File: src/rtl/mips_loader_pkg.sv
// Shared types and constants for the MIPS instruction-memory boot loader.
package mips_loader_pkg;

   typedef enum logic [2:0] {
      LEN0,
      LEN1,
      DATA,
      CSUM,
      DONE,
      ERROR
   } state_t;

   localparam int unsigned BYTE_W         = 8;
   localparam int unsigned WORD_W         = 32;
   localparam int unsigned BYTES_PER_WORD = WORD_W / BYTE_W;
   localparam int unsigned IDX_W          = 2;
   localparam int unsigned LEN_W          = 16;
   localparam int unsigned CNT_W          = LEN_W + 1;

   // Largest word count that fits the memory; a 16-bit length can never exceed 2^16.
   function automatic logic [CNT_W-1:0] max_words(input int unsigned addr_width);
      if (addr_width >= LEN_W) return CNT_W'(1) << LEN_W;
      return CNT_W'(1) << addr_width;
   endfunction

endpackage

File: src/rtl/loader_word_packer.sv
// Packs a byte stream into little-endian 32-bit words, one word_valid pulse per word.
module loader_word_packer
   import mips_loader_pkg::*;
(
   input  logic              clock,
   input  logic              reset,
   input  logic              clear,
   input  logic              byte_valid,
   input  logic [BYTE_W-1:0] byte_data,
   output logic              last_byte_c,
   output logic              word_valid,
   output logic [WORD_W-1:0] word_data
);

   logic [IDX_W-1:0]         idx_q, idx_d;
   logic [WORD_W-BYTE_W-1:0] asm_q, asm_d;
   logic                     word_valid_d;
   logic [WORD_W-1:0]        word_data_d;

   assign last_byte_c = (idx_q == IDX_W'(BYTES_PER_WORD - 1));

   // Earlier bytes shift down so byte 0 ends up in bits 7:0 of the word.
   always_comb begin
      idx_d        = idx_q;
      asm_d        = asm_q;
      word_valid_d = 1'b0;
      word_data_d  = word_data;
      if (clear) begin
         idx_d       = '0;
         asm_d       = '0;
         word_data_d = '0;
      end else if (byte_valid) begin
         if (last_byte_c) begin
            word_data_d  = {byte_data, asm_q};
            word_valid_d = 1'b1;
            idx_d        = '0;
         end else begin
            asm_d = {byte_data, asm_q[WORD_W-BYTE_W-1:BYTE_W]};
            idx_d = idx_q + IDX_W'(1);
         end
      end
   end

   always_ff @(posedge clock) begin
      if (!reset) begin
         idx_q      <= '0;
         asm_q      <= '0;
         word_valid <= 1'b0;
         word_data  <= '0;
      end else begin
         idx_q      <= idx_d;
         asm_q      <= asm_d;
         word_valid <= word_valid_d;
         word_data  <= word_data_d;
      end
   end

endmodule

File: src/rtl/mips_imem_loader.sv
// Boot loader: receives a framed, XOR-checked image, writes it to instruction
// memory and releases the MIPS core once the image is verified.
module mips_imem_loader
   import mips_loader_pkg::*;
#(
   parameter int unsigned ADDR_WIDTH = 8
) (
   input  logic                  clock,
   input  logic                  reset,
   input  logic                  rx_valid,
   input  logic [BYTE_W-1:0]     rx_data,
   output logic                  rx_ready,
   input  logic                  restart,
   output logic                  imem_we,
   output logic [ADDR_WIDTH-1:0] imem_addr,
   output logic [WORD_W-1:0]     imem_wdata,
   output logic                  cpu_run,
   output logic                  load_done,
   output logic                  load_error,
   output logic [ADDR_WIDTH:0]   words_loaded
);

   localparam int unsigned         WL_W      = ADDR_WIDTH + 1;
   localparam logic [CNT_W-1:0]    MAX_WORDS = max_words(ADDR_WIDTH);

   state_t                  state_q, state_d;
   logic [BYTE_W-1:0]       len_lo_q, len_lo_d;
   logic [BYTE_W-1:0]       csum_q, csum_d;
   logic [LEN_W-1:0]        total_q, total_d;
   logic [ADDR_WIDTH-1:0]   addr_d;
   logic [WL_W-1:0]         cnt_d;
   logic                    rx_ready_d, cpu_run_d, load_done_d, load_error_d;
   logic                    hs_c, clear_c, data_byte_c, last_byte_c;
   logic [LEN_W-1:0]        len_c;

   assign hs_c        = rx_valid & rx_ready;
   assign clear_c     = restart & ((state_q == DONE) || (state_q == ERROR));
   assign data_byte_c = hs_c & (state_q == DATA);
   assign len_c       = {rx_data, len_lo_q};

   loader_word_packer u_packer (
      .clock       (clock),
      .reset       (reset),
      .clear       (clear_c),
      .byte_valid  (data_byte_c),
      .byte_data   (rx_data),
      .last_byte_c (last_byte_c),
      .word_valid  (imem_we),
      .word_data   (imem_wdata)
   );

   always_ff @(posedge clock) begin
      if (!reset) state_q <= LEN0;
      else        state_q <= state_d;
   end

   // Next state and next values of every loader register.
   always_comb begin
      state_d  = state_q;
      len_lo_d = len_lo_q;
      csum_d   = csum_q;
      total_d  = total_q;
      cnt_d    = words_loaded;
      addr_d   = imem_addr;
      // Address advances after each write; it holds at the top after a full image.
      if (imem_we && (imem_addr != '1)) addr_d = imem_addr + ADDR_WIDTH'(1);

      unique case (state_q)
         LEN0: begin
            if (hs_c) begin
               len_lo_d = rx_data;
               csum_d   = csum_q ^ rx_data;
               state_d  = LEN1;
            end
         end
         LEN1: begin
            if (hs_c) begin
               total_d = len_c;
               csum_d  = csum_q ^ rx_data;
               if (CNT_W'(len_c) > MAX_WORDS) state_d = ERROR;
               else if (len_c == '0)          state_d = CSUM;
               else                           state_d = DATA;
            end
         end
         DATA: begin
            if (hs_c) begin
               csum_d = csum_q ^ rx_data;
               if (last_byte_c) begin
                  cnt_d = words_loaded + WL_W'(1);
                  if (CNT_W'(words_loaded) + CNT_W'(1) == CNT_W'(total_q)) state_d = CSUM;
               end
            end
         end
         CSUM: begin
            if (hs_c) state_d = (rx_data == csum_q) ? DONE : ERROR;
         end
         DONE, ERROR: begin
            if (restart) begin
               state_d  = LEN0;
               len_lo_d = '0;
               csum_d   = '0;
               total_d  = '0;
               cnt_d    = '0;
               addr_d   = '0;
            end
         end
         default: state_d = LEN0;
      endcase

      rx_ready_d   = (state_d != DONE) && (state_d != ERROR);
      cpu_run_d    = (state_d == DONE);
      load_done_d  = (state_d == DONE);
      load_error_d = (state_d == ERROR);
   end

   always_ff @(posedge clock) begin
      if (!reset) begin
         len_lo_q     <= '0;
         csum_q       <= '0;
         total_q      <= '0;
         words_loaded <= '0;
         imem_addr    <= '0;
         rx_ready     <= 1'b1;
         cpu_run      <= 1'b0;
         load_done    <= 1'b0;
         load_error   <= 1'b0;
      end else begin
         len_lo_q     <= len_lo_d;
         csum_q       <= csum_d;
         total_q      <= total_d;
         words_loaded <= cnt_d;
         imem_addr    <= addr_d;
         rx_ready     <= rx_ready_d;
         cpu_run      <= cpu_run_d;
         load_done    <= load_done_d;
         load_error   <= load_error_d;
      end
   end

endmodule

File: config.mk
export PLATFORM = sky130hd
export DESIGN_NAME = mips_imem_loader
export DESIGN_NICKNAME = d
export VERILOG_FILES = /design/src/rtl/mips_loader_pkg.sv /design/src/rtl/loader_word_packer.sv /design/src/rtl/mips_imem_loader.sv
export SDC_FILE = /design/constraint.sdc
export NUM_CORES = 1
export LEC_CHECK = 0
export CORE_UTILIZATION = 50
export DETAILED_ROUTE_END_ITERATION = 8
export PLACE_DENSITY_LB_ADDON = 0.12
export SLEW_MARGIN = 20
export SYNTH_ARGS = -nofsm -noshare
export SYNTH_HDL_FRONTEND = slang
export SYNTH_HIERARCHICAL = 1
export SYNTH_SLANG_ARGS = --single-unit
File: constraint.sdc
create_clock -name clock -period 1.7 [get_ports clock]
set_input_delay 0.17 -clock clock [delete_from_list [all_inputs] [get_ports clock]]
set_output_delay 0.17 -clock clock [all_outputs]
set_load 0.03 [all_outputs]
==> summary.md <==
| Metric | Value |
|---|---|
| Max-slew violations | 0 |
| Largest delay share family, worst path | simple AND/OR/NAND/NOR gates |
| Dpl hpwl | 8.27 mm |
| Post-synth EDFFs | 0 |
| RR Endpoint | load_done |
| Met2 Wirelength | between 5 and 6 mm |
| Layout cells sized above 1 | 0.202 |
| Routed via count | around 4,500 |
| WL final | between 10 and 15 mm |
| RR Startpoint | len_lo_q[4] |
| Worst slack at placement | -0.335 ns |
| Drt drc | 0 |
| Fmax | 0.581 GHz |
| Primary FF master, synth | dfxtp_1 |
| Crit-path slowest cell | or4_4 |
| Root Driver | clkbuf_8 |
| Detail Route Antenna Nets | 0 |
| Worst-Skew Late Latency | 0.52 ns |
| Least-Margin Pin Slew | roughly 0.43 ns |
| Reg2reg setup slack | -0.02 ns |
| Critical path class | flop to flop |
| PD cells | between 900 and 1000 nW/um2 |
| Initial DRC Count | between 200 and 250 |
| Routed len/inst | approximately 14 um |
| First-pass GRT wire length | roughly 21 mm |
| Layout area overhead | 31.9% |
| M1 wire length | approximately 5.6 mm |
| Worst setup EP type | flop |
| FFs w/ async S/R, synth | 0 |
| DR pass1 iterations | 5 |
| Initial Util | 0.523 |
| PortBufs | 65 |
| Worst Reg-to-Reg Cells | 5 |
| Clock buffer depth | 2 |
| HP Start | reset |
| Syn Inst Count | slightly above 600 |
| Fillers | roughly 800 |
| Final setup viols | 2 |
| RSZ-0062 raised after global routing | true |
| Mux share of post-synthesis cell area | 0.00583 |
| Endpoint, Worst Hold | words_loaded[7] |
| Vias in the first global route | around 4,200 |
| Syn_nets | between 600 and 700 |
| Seq/Total Area, Yosys | 0.443 |
| Fraction of the mapped netlist area in simple logic gates | 0.249 |
| Commonest cells in the synthesized netlist | nand2_1, dfxtp_1, a21oi_1, nor2_1, a21boi_1 |
| Adder-Cell Fraction of Synth Area | 0.00971 |
| Total power | 6.54 mW |
| Compound-cell area share of the yosys netlist | 0.189 |
| Fin. Hold Viols | 0 |
| Total GRT Usage | 0.240 |
| Post-route minimum period | about 1.7 ns |
| CTS clk-pin slew, worst paths | ~0.060 ns |
| I/O pin total | 66 |
| Status | finished with violations |
| Die H | 104 um |
| Clk sinks | 114 |
| Max-capacitance violation count | 0 |
| Largest net degree at the start of global routing | between 40 and 50 |
| Slowest cell delay on critical path | around 0.55 ns |
| Main combinational cell family by area after synthesis | simple AND/OR/NAND/NOR gates |
| Core footprint | ~9900 um2 |
| Synth area leader | dfxtp_1 |
| Die ar. | about 11,000 um2 |
| Met3 wire length | approximately 720 um |
| Worst Path Required | 2.10 ns |
| CTS H-tree lvls | 4 |
| Die width | 104 um |
| Flops & latches, synth | 114 |
| Count leader, synth | nand2_1 |
| # diodes | 0 |
| CTS tree | built |
| Distinct cells, synth | 55 |
| Ys Warns | 6 |
| Num CTS Buffers | 17 |
| Final Skew | approximately 0.0082 ns |
| # rows | 36 |
| Leakage power | 2.86 nW |
| Worst hold path depth | 2 |
| Critical Path Start Type | flop |
| Top layer in use | met4 |
| Syn_area_per_cell | between 8 and 9 um2 |
| Crit Path Max Fanout | 3 |
| Ranking of synthesized cells by area | dfxtp_1, nand2_1, a21oi_2, a21boi_1, a21oi_1 |
| Total grt overflow | 0 |
| Bufs and invs on worst path | 0 |
| Critical Path AT | roughly 2.1 ns |
| Final setup margin | -0.0213 ns |
| Final-stage net count | between 700 and 800 |
| Fin crit share | 1.01 |
| Worst min path class | primary input to flop |
| CP cell instances | or4_4 > or3_4 > nand4_1 > a31oi_2 > nor2b_1 |
| Antenna violations before repair | 0 |
| Post-Synthesis Cell Area | between 5000 and 6000 um2 |
| Max VDD drop | 0.000641 V |
| Gpl congestion | 0.852 |
| Rel. slew slack | 0.714 |
| Area share of the largest cell type after synthesis | 0.443 |
| Failing checks | setup timing |
| Detailed-route vias per instance | 5.30 |
| XOR/XNOR Fraction of Synth Area | 0.0459 |
[where the power goes]
part / switching (mW) / internal (mW) / total [mW]
clock: 1.25 / 2.06 / 3.30
combinational: 0.260 / 0.217 / 0.477
sequential: 0.0377 / 2.72 / 2.76
total: 1.55 / 4.99 / 6.54
[cells in the final DEF (no fill, tap or decap), types with 13 or more instances in the layout]
master and instances:
o21ai_1 14, xor2_1 19, clkbuf_16 16, a21oi_1 39, dfxtp_1 111, nand3_1 26
a21oi_2 29, dlygate4sd2_1 42, nor2_1 35, buf_4 52, nor2b_1 13, nand2_1 140
a21boi_1 30
[cells by family (layout without fill, tap and decap cells)]
group           after synthesis  in the layout
fa+ha+maj                     4              4
flops                       114            114
buf+inv                      43            160
mux                           3              3
compound gates              144            144
xor+xnor                     27             27
simple gates                271            271
[through the flow]
step | area [um2] | hold WS, ns | std cells | utilization | setup TNS [ns]
detailed placement | 6210 | 0.447 | 824 | 0.630 | -3.66
CTS | 6750 | 0.370 | 856 | 0.684 | -0.00926
global placement | 6210 | 0.443 | 824 | 0.630 | -2.44
global route | 6800 | 0.381 | 856 | 0.689 | -0.156
floorplan | 5160 | 0.299 | 606 | - | 0
finish | 6800 | 0.375 | 856 | 0.689 | -0.0377
[worst register-to-register path, cell delays in order, from the launching register on]
cell     delay, ns
dfxtp_2       0.32
or4_4         0.55
or3_4         0.38
nand4_1       0.11
a31oi_2       0.12
nor2b_1       0.15
[final cells by class]
cell class                 instances  area [um2]  share of cell area
timing repair buffer             123        1140               0.167
tap                              133         166              0.0245
inverter                           5        21.3             0.00313
multi-input combinational        449        2630               0.386
clock buffer                      21         459              0.0675
sequential                       114        2290               0.336
clock inverter                    11         104              0.0153
[state kept, by name (all words and copies together), names as in the netlist, 3 cells and up]
signal,flops
csum_q,8
imem_addr,8
len_lo_q,8
state_q,3
total_q,16
u_packer/asm_q,24
u_packer/word_data,32
words_loaded,9
[layer usage]
layer / vias to the layer above / global-route usage
li1: 2277 / -
met1: 2127 / 0.313
met2: 119 / 0.382
met3: 15 / 0.0623
met4: 0 / 0.0849
met5: - / 0
[timing repair]
| item | CTS | global route |
|---|---|---|
| setup buffers | 0 | 0 |
| pin swaps | 0 | 2 |
| resized for setup | 49 | 17 |
| hold buffers | 0 | 0 |
| endpoints found under the setup margin | 48 | 83 |
[how the worst max path moves through the flow]
stage	start	end	slack (ns)	cells past startpoint
2_1_floorplan	rx_ready	total_q[10]	0.0004	6
3_3_place_gp	rx_data[3]	state_q[0]	-0.29	6
3_5_place_dp	rx_data[3]	state_q[0]	-0.34	6
4_1_cts	len_lo_q[4]	load_done	-0.009	5
5_1_grt	len_lo_q[4]	load_done	-0.08	5
6_report	len_lo_q[4]	load_done	-0.02	5
(Power assumes the default switching activity.)
